**src/rtl/mesh_link_stage.sv**
```systemverilog
// Pipelined inter-router link: flit and credit channels each pass through LINK_STAGES registers,
// with a sender-side per-VC credit monitor and sticky error. Optional flit counter: MESH_LINK_PERF_EN.
module mesh_link_stage #(
    parameter int CHANNEL_WIDTH   = 340,
    parameter int FLOW_CTRL_WIDTH = 10,
    parameter int NUM_VCS         = 4,
    parameter int BUFFER_DEPTH    = 8,
    parameter int LINK_STAGES     = 2,
    localparam int VC_IDX_W       = (NUM_VCS > 1) ? $clog2(NUM_VCS) : 1,
    localparam int CRED_W         = $clog2(BUFFER_DEPTH + 1)
) (
    input  logic                       clk,
    input  logic                       reset,
    input  logic [0:CHANNEL_WIDTH-1]   channel_in,
    output logic [0:CHANNEL_WIDTH-1]   channel_out,
    input  logic [0:FLOW_CTRL_WIDTH-1] flow_ctrl_in,
    output logic [0:FLOW_CTRL_WIDTH-1] flow_ctrl_out,
    output logic                       error,
    output logic [VC_IDX_W-1:0]        error_vc,
    output logic                       error_ovf
`ifdef MESH_LINK_PERF_EN
    ,
    output logic [31:0]                flit_count
`endif
);

    localparam logic [CRED_W-1:0]   DEPTH_L   = CRED_W'(BUFFER_DEPTH);
    localparam logic [VC_IDX_W:0]   NUM_VCS_L = (VC_IDX_W + 1)'(NUM_VCS);

    generate
        if (LINK_STAGES == 0) begin : g_comb
            assign channel_out   = channel_in;
            assign flow_ctrl_out = flow_ctrl_in;
        end else begin : g_pipe
            logic [0:CHANNEL_WIDTH-1]   r_chan [LINK_STAGES];
            logic [0:FLOW_CTRL_WIDTH-1] r_flow [LINK_STAGES];

            always_ff @(posedge clk or posedge reset) begin
                if (reset) begin
                    for (int i = 0; i < LINK_STAGES; i++) begin
                        r_chan[i] <= '0;
                        r_flow[i] <= '0;
                    end
                end else begin
                    r_chan[0] <= channel_in;
                    r_flow[0] <= flow_ctrl_in;
                    for (int i = 1; i < LINK_STAGES; i++) begin
                        r_chan[i] <= r_chan[i-1];
                        r_flow[i] <= r_flow[i-1];
                    end
                end
            end

            assign channel_out   = r_chan[LINK_STAGES-1];
            assign flow_ctrl_out = r_flow[LINK_STAGES-1];
        end
    endgenerate

    // The monitor takes the sender's view: flits leaving it, credits arriving at it.
    logic                w_fv;
    logic                w_cv;
    logic [VC_IDX_W-1:0] w_vin;
    logic [VC_IDX_W-1:0] w_vout;
    logic                w_vin_ok;
    logic                w_vout_ok;
    logic [NUM_VCS-1:0]  w_uf_vc;
    logic [NUM_VCS-1:0]  w_ovf_vc;
    logic                w_flag_uf;
    logic                w_flag_ovf;

    assign w_fv      = channel_in[0];
    assign w_vin     = channel_in[1 +: VC_IDX_W];
    assign w_cv      = flow_ctrl_out[0];
    assign w_vout    = flow_ctrl_out[1 +: VC_IDX_W];
    assign w_vin_ok  = ({1'b0, w_vin} < NUM_VCS_L);
    assign w_vout_ok = ({1'b0, w_vout} < NUM_VCS_L);

    generate
        for (genvar gi = 0; gi < NUM_VCS; gi++) begin : g_vc
            logic              w_take;
            logic              w_give;
            logic [CRED_W-1:0] r_credit;

            // A flit and a credit on the same VC cancel, so neither can trip a bound.
            assign w_take = w_fv && (w_vin == VC_IDX_W'(gi)) && !(w_cv && (w_vout == VC_IDX_W'(gi)));
            assign w_give = w_cv && (w_vout == VC_IDX_W'(gi)) && !(w_fv && (w_vin == VC_IDX_W'(gi)));
            assign w_uf_vc[gi]  = w_take && (r_credit == '0);
            assign w_ovf_vc[gi] = w_give && (r_credit == DEPTH_L);

            always_ff @(posedge clk or posedge reset) begin
                if (reset) begin
                    r_credit <= DEPTH_L;
                end else if (w_take && !w_uf_vc[gi]) begin
                    r_credit <= r_credit - CRED_W'(1);
                end else if (w_give && !w_ovf_vc[gi]) begin
                    r_credit <= r_credit + CRED_W'(1);
                end
            end
        end
    endgenerate

    assign w_flag_uf  = w_fv && (!w_vin_ok || (|w_uf_vc));
    assign w_flag_ovf = w_cv && (!w_vout_ok || (|w_ovf_vc));

    logic                r_error;
    logic [VC_IDX_W-1:0] r_error_vc;
    logic                r_error_ovf;

    // Only the first flag is recorded; a flit error beats a simultaneous credit error.
    always_ff @(posedge clk or posedge reset) begin
        if (reset) begin
            r_error     <= 1'b0;
            r_error_vc  <= '0;
            r_error_ovf <= 1'b0;
        end else if (!r_error) begin
            if (w_flag_uf) begin
                r_error     <= 1'b1;
                r_error_vc  <= w_vin;
                r_error_ovf <= 1'b0;
            end else if (w_flag_ovf) begin
                r_error     <= 1'b1;
                r_error_vc  <= w_vout;
                r_error_ovf <= 1'b1;
            end
        end
    end

    assign error     = r_error;
    assign error_vc  = r_error_vc;
    assign error_ovf = r_error_ovf;

`ifdef MESH_LINK_PERF_EN
    logic [31:0] r_flit_count;

    always_ff @(posedge clk or posedge reset) begin
        if (reset) begin
            r_flit_count <= '0;
        end else begin
            r_flit_count <= r_flit_count + 32'(channel_out[0]);
        end
    end

    assign flit_count = r_flit_count;
`endif

endmodule
```
**config.mk**
```make
export PLATFORM = sky130hd
export DESIGN_NAME = mesh_link_stage
export DESIGN_NICKNAME = d
export VERILOG_FILES = /design/src/rtl/mesh_link_stage.sv
export SDC_FILE = /design/constraint.sdc
export NUM_CORES = 1
export LEC_CHECK = 0
export ABC_AREA = 1
export ABC_CLOCK_PERIOD_IN_PS = 26300
export BUFFER_PORTS_ARGS = -buffer_cell sky130_fd_sc_hd__buf_2
export CORE_AREA = 2 2 273 275
export CTS_CLUSTER_DIAMETER = 120
export CTS_CLUSTER_SIZE = 14
export DETAILED_ROUTE_END_ITERATION = 8
export DIE_AREA = 0 0 275 277
export RECOVER_POWER = 25
export SLEW_MARGIN = 30
export SYNTH_ARGS = -nofsm -noshare
export SYNTH_HDL_FRONTEND = slang
export SYNTH_SLANG_ARGS = --single-unit
```
**constraint.sdc**
```tcl
create_clock -name clk -period 26.3 [get_ports clk]
set_input_delay 5.26 -clock clk [delete_from_list [all_inputs] [get_ports clk]]
set_output_delay 5.26 -clock clk [all_outputs]
set_load 0.01 [all_outputs]
```
# ---- Word-level counts from Yosys, hierarchy flattened
# Index checks and enable logic that the tools add are counted.
dict set report word_totals {
  ff_bits 720
  input_bits 352
  out_inout_bits 354
  word_cells 109
}
dict set report op_classes {
  add_sub_neg 8
  eq_ne 10
  muxes 15
  bitwise_logic 1
  reduce_logical 64
}
# cell n
set ops {}
lappend ops {{$logic_and A1 B1 Y1} 34}
lappend ops {{$mux W4} 8}
lappend ops {{$add A4 B1 Y4 const B} 4}
lappend ops {{$eq A4 B4 Y1 const B} 4}
lappend ops {{$logic_not A1 Y1} 16}
lappend ops {{$logic_not A4 Y1} 4}
lappend ops {{$sub A4 B1 Y4 const B} 4}
lappend ops {{$reduce_bool A2 Y1} 5}
lappend ops {{$eq A2 B2 Y1 const B} 4}
lappend ops {{$reduce_or A4 Y1} 2}
lappend ops {{$mux W1} 5}
lappend ops {{$eq A2 B1 Y1 const B} 2}
lappend ops {{$logic_not A2 Y1} 2}
lappend ops {{$mux W2} 2}
lappend ops {{$reduce_and A2 Y1} 1}
lappend ops {{$not A1 Y1} 1}

# ---- Depth between registers and ports, before layout
dict set report logic_depth {
  word_depth 10
  depth_mapped 14
  mapped_depth_nobuf 14
}

# ---- Worst setup path after synthesis
# No wires, ideal clock.
dict set report synth_timing {
  path_kind {input to register}
  startpoint {input channel_in[2] in the netlist's numbering}
  endpoint {register g_vc[0].r_credit[3]}
  setup_time_ps 75
  t_arrival_ps 6580
  required_time_ps 26225
  slack_ps 19646
  cell_stages 12
  n_path_buf 0
  path_cell_list {inv_1 > nand2_1 > nor2_1 > nand3_2 > inv_2 > ha_1 > nand2_1 > nor2_1 > a211oi_1 > nand2_1 > o21ai_0 > xor2_1}
}
dict set report synth_between {
  elab_chain_len 8
  elab_cells_between_ends 13
  classes_between {mux (1); reduce/logical (12)}
}
# element line_no
set synth_rtl {}
lappend synth_rtl {{from (decl)} 14} ;# input logic [0:CHANNEL_WIDTH-1] channel_in,
lappend synth_rtl {{$logic_not A2 Y1 *} {85, 86}}
lappend synth_rtl {{$logic_and A1 B1 Y1 *} {85, 86}}
lappend synth_rtl {{$logic_not A1 Y1} 86} ;# assign w_give = w_cv && (w_vout == VC_IDX_W'(gi)) && !(w_fv && (w_vin == VC_IDX_W'(gi)));
lappend synth_rtl {{$logic_and A1 B1 Y1} 86}
lappend synth_rtl {{$logic_and A1 B1 Y1} 88} ;# assign w_ovf_vc[gi] = w_give && (r_credit == DEPTH_L);
lappend synth_rtl {{$logic_not A1 Y1} 95} ;# end else if (w_give && !w_ovf_vc[gi]) begin
lappend synth_rtl {{$logic_and A1 B1 Y1} 95}
lappend synth_rtl {{$reduce_bool A2 Y1 (no source line)} -}
lappend synth_rtl {{to (signal assigned)} 94} ;# r_credit <= r_credit - CRED_W'(1);
lappend synth_rtl {{to (signal assigned)} 96} ;# r_credit <= r_credit + CRED_W'(1);
lappend synth_rtl {{to (decl)} 82} ;# logic [CRED_W-1:0] r_credit;
# Mark *: on every way between the ends. The rest lies on a longest branch, timed or not.
# A chain may end at the register's enable or synchronous reset.

==> impl_metrics.prom <==
# TYPE chip_impl_metric gauge
chip_impl_info{name="critical_path.reg2reg.startpoint",value="g_vc[2].r_credit[1]"} 1
chip_impl_info{name="grt_setup_unrepaired",value="false"} 1
chip_impl_metric{name="initial_antenna_violation_count",unit=""} 15
chip_impl_metric{name="grt_pass1_wl",unit="um"} 67900
chip_impl_metric{name="tritoncts.num_buffers",unit=""} 57
chip_impl_info{name="critical-path-slowest-cell",value="buf_6"} 1
chip_impl_metric{name="core.rowCount",unit=""} 100
chip_impl_metric{name="tritoncts_num_sinks",unit=""} 720
chip_impl_metric{name="first_global_vias",unit=""} 11300
chip_impl_metric{name="synth_warnings",unit=""} 0
chip_impl_info{name="startpoint_type",value="input port"} 1
chip_impl_metric{name="power.leakage",unit="uW"} 0.0125
chip_impl_metric{name="initial_core_util",unit=""} 0.294
chip_impl_metric{name="post_route_setup_tns",unit="ps"} 0
chip_impl_metric{name="postCtsResizedCells",unit=""} 0
chip_impl_info{name="critical_path.cell_chain",value="buf_2 > clkinv_8 > buf_6 > buf_12 > buf_16"} 1
chip_impl_metric{name="design.die.area",unit="sq um"} 76200
chip_impl_metric{name="gp_congestion",unit=""} 0.870
chip_impl_metric{name="hold_violations",unit=""} 0
chip_impl_metric{name="detail_route.wirelength",unit="um"} 45900
chip_impl_metric{name="vdd_ir_drop_max",unit="uV"} 59.9
chip_impl_metric{name="sw_frac_of_total",unit=""} 0.230
chip_impl_metric{name="critical_path.max_stage_delay",unit="ps"} 560
chip_impl_metric{name="cts.reportedPaths.clkPinSlew",unit="ps"} 60
chip_impl_info{name="run_status",value="finished clean"} 1
chip_impl_info{name="hold_path_startpoint",value="g_pipe.r_chan[557]"} 1
chip_impl_metric{name="top_achievable_clock_speed",unit="MHz"} 145
chip_impl_metric{name="vias",unit=""} 9884
chip_impl_metric{name="post_route_cells_drive_above_1_share",unit=""} 0.478
chip_impl_metric{name="synth_cell_types",unit=""} 30
chip_impl_metric{name="finalCritPeriodShare",unit=""} 0.262
chip_impl_metric{name="timing.critical_path.fanout_max",unit=""} 140
chip_impl_metric{name="worst_setup_skew_after_layout",unit="ps"} 16.2
chip_impl_metric{name="mapped_cell_area",unit="sq um"} 21700
chip_impl_info{name="min-delay-path-class",value="reg2reg"} 1
chip_impl_metric{name="grt_max_degree",unit=""} 205
chip_impl_metric{name="hold_buffers",unit=""} 0
chip_impl_metric{name="num_io_pins",unit=""} 706
chip_impl_metric{name="power_density",unit="nW/um^2"} 83.6
chip_impl_metric{name="post_drt_wl_per_cell",unit="um"} 17.2
chip_impl_metric{name="cp.arrival",unit="ps"} 7580
chip_impl_metric{name="drt_first_pass_iters",unit=""} 5
chip_impl_metric{name="clockBufferDepth",unit=""} 3
chip_impl_metric{name="final_antenna_net_count",unit=""} 0
chip_impl_metric{name="required",unit="ps"} 26990
chip_impl_metric{name="syn-instance-count",unit=""} 1247
chip_impl_info{name="timing.critical_path.max_delay_family",value="buffers and inverters"} 1
chip_impl_info{name="startpoint",value="reset"} 1
chip_impl_metric{name="timing.critical_path.buf_inv",unit=""} 5
chip_impl_metric{name="syn_area_per_cell",unit="sq um"} 17.4
chip_impl_metric{name="cts.repair_timing.setup_buffer_count",unit=""} 0
chip_impl_metric{name="num-nets-final",unit=""} 2031
chip_impl_info{name="criticalPathCategory",value="in2async"} 1
chip_impl_metric{name="synth-seq-cells",unit=""} 720
chip_impl_metric{name="final_period_minus_worst_setup_slack",unit="ps"} 6890
chip_impl_metric{name="globalRouteOverflowTotal",unit=""} 0
chip_impl_metric{name="maxSlewViolCount",unit=""} 0
chip_impl_metric{name="numPortBuffers",unit=""} 705
chip_impl_metric{name="drt_first_iter_violations",unit=""} 430
chip_impl_metric{name="max_slew.worst_pin.slew",unit="ps"} 717
chip_impl_metric{name="p_sw",unit="uW"} 490
chip_impl_metric{name="synthesis.nets",unit=""} 1611
chip_impl_metric{name="dieHeight",unit="um"} 277
chip_impl_metric{name="synthToLayoutAreaGrowth",unit="%"} 17.6
chip_impl_metric{name="maxSlewHeadroom",unit=""} 0.522
chip_impl_info{name="worstSetupEndpointType",value="async pin"} 1
chip_impl_metric{name="dp.final_hpwl",unit="um"} 34700
chip_impl_metric{name="seq_area_frac_synth",unit=""} 0.832
chip_impl_metric{name="grt_usage",unit=""} 0.119
chip_impl_info{name="ctsRootBufferMaster",value="clkbuf_16"} 1
chip_impl_metric{name="power.clock.fraction",unit=""} 0.356
chip_impl_metric{name="clkLatencyLatePin",unit="ps"} 600
chip_impl_metric{name="die-width",unit="um"} 275
chip_impl_metric{name="clock_tree.htree_level_count",unit=""} 2
chip_impl_metric{name="power_internal",unit="uW"} 1640
chip_impl_metric{name="seq_power_share",unit=""} 0.565
chip_impl_metric{name="power.total",unit="uW"} 2130
chip_impl_metric{name="power_frac_comb",unit=""} 0.079
chip_impl_metric{name="viasPerCell",unit=""} 3.71
chip_impl_info{name="cts_tree",value="done"} 1
chip_impl_metric{name="setup_viol",unit=""} 0
chip_impl_metric{name="drc",unit=""} 0
chip_impl_metric{name="core",unit="sq um"} 73600
chip_impl_metric{name="timing.max_cap.violations",unit=""} 0
-- power by group through the flow --
| stage | logic (uW) | registers (uW) | clock network (uW) |
|---|---|---|---|
| 2_1_floorplan | 127 | 1220 | 0 |
| 6_report | 167 | 1200 | 759 |
| 3_3_place_gp | 162 | 1220 | 0 |
| 4_1_cts | 171 | 1200 | 792 |
| 5_1_grt | 189 | 1210 | 837 |
| 3_5_place_dp | 171 | 1220 | 0 |
-- routing by layer --
layer | vias up | wire, um | global-route usage
li1 | 4314 | - | -
met1 | 5083 | 17200 | 0.140
met2 | 384 | 23900 | 0.205
met3 | 97 | 3260 | 0.0330
met4 | 6 | 1410 | 0.0441
met5 | - | 34 | 0
-- per-stage QoR --
step / area (sq um) / util / cells / hold WS [ps] / setup slack [ps]
after floorplan: 21700 / - / 1247 / 331 / 849
after global placement: 23800 / 0.324 / 2576 / 331 / 18310
after detailed placement: 23800 / 0.324 / 2576 / 335 / 18220
after CTS: 25400 / 0.345 / 2659 / 337 / 18900
after global routing: 25500 / 0.346 / 2664 / 338 / 19050
final: 25500 / 0.346 / 2667 / 341 / 19410
-- synth_stat cells, drive strengths merged --
cell | instances | area (sq um)
nand3 | 15 | 90.1
dfstp | 4 | 105
dfrtp | 716 | 17900
buf | 351 | 2630
nor2 | 25 | 140
o21ai | 9 | 48.8
a211oi | 1 | 7.51
nand4 | 2 | 12.5
inv | 30 | 113
fa | 4 | 80.1
nand2 | 58 | 225
nor3 | 1 | 5.00
xor2 | 6 | 52.6
a21oi | 8 | 47.6
a31oi | 1 | 6.26
or2 | 3 | 21.3
ha | 8 | 100
o31ai | 1 | 21.3
xnor2 | 4 | 35.0
-- state kept, by name, indices dropped and copies added (netlist names) --
| signal | count |
|---|---|
| channel_out | 340 |
| g_pipe.r_chan | 340 |
| g_vc.r_credit | 16 |
| flow_ctrl_out | 10 |
| g_pipe.r_flow | 10 |
| error_vc | 2 |
| error | 1 |
| error_ovf | 1 |
-- final cells by class --
type,count,area [sq um]
multi-input cells,146,893
flip-flops and latches,720,18000
fillers,7103,48100
inverters,30,125
clock inverters,4,50.0
well taps,969,1210
clock buffers,79,1520
repair buffers,712,3630
diodes,7,17.5
-- path summary, 6_finish.rpt --
path,endpoint,slack (ps),cells after the start
worst max-delay path,g_pipe.r_chan[593],19410,5
worst min-delay path,channel_out[122],340,0
worst max register to register,g_vc[2].r_credit[3],24300,14
worst min register to register,channel_out[122],340,0
max in group clk,flow_ctrl_out[0],19810,1
min in group asynchronous,g_pipe.r_chan[495],4750,2
-- logic make-up (layout without fill, tap and decap cells) --
family,Yosys count,in the layout,synth area share
buffers and inverters,381,825,0.127
DFF,720,720,0.832
xor gates and xnor gates,10,10,0.00404
adders and majority gates,12,12,0.00832
AOI/OAI and AO/OA,20,20,0.00607
and+or+nand+nor,104,104,0.0228
other,0,7,0
-- layout by cell type (no fill, tap or decap), types with 2 or more instances in the layout --
cell       Yosys  layout
nor2_4         2       2
dfstp_2        4       4
ha_1           8       8
a21oi_1        6       6
xor2_1         6       6
clkinv_8       0       3
inv_1         21      20
nand3_1       12      12
nand2_1       55      55
xnor2_1        4       4
o21ai_0        7       7
buf_6          0       5
nor2_1        16      16
fa_1           4       4
clkbuf_1       0      21
clkbuf_16      0      57
nand3_2        3       3
buf_2          1     705
dfrtp_1      716     716
diode_2        0       7
nand2_2        3       3
nor2_2         6       6
inv_2          9       9
a21oi_2        2       2
or2_1          2       2
nand4_1        2       2
(Power assumes the default switching activity.)
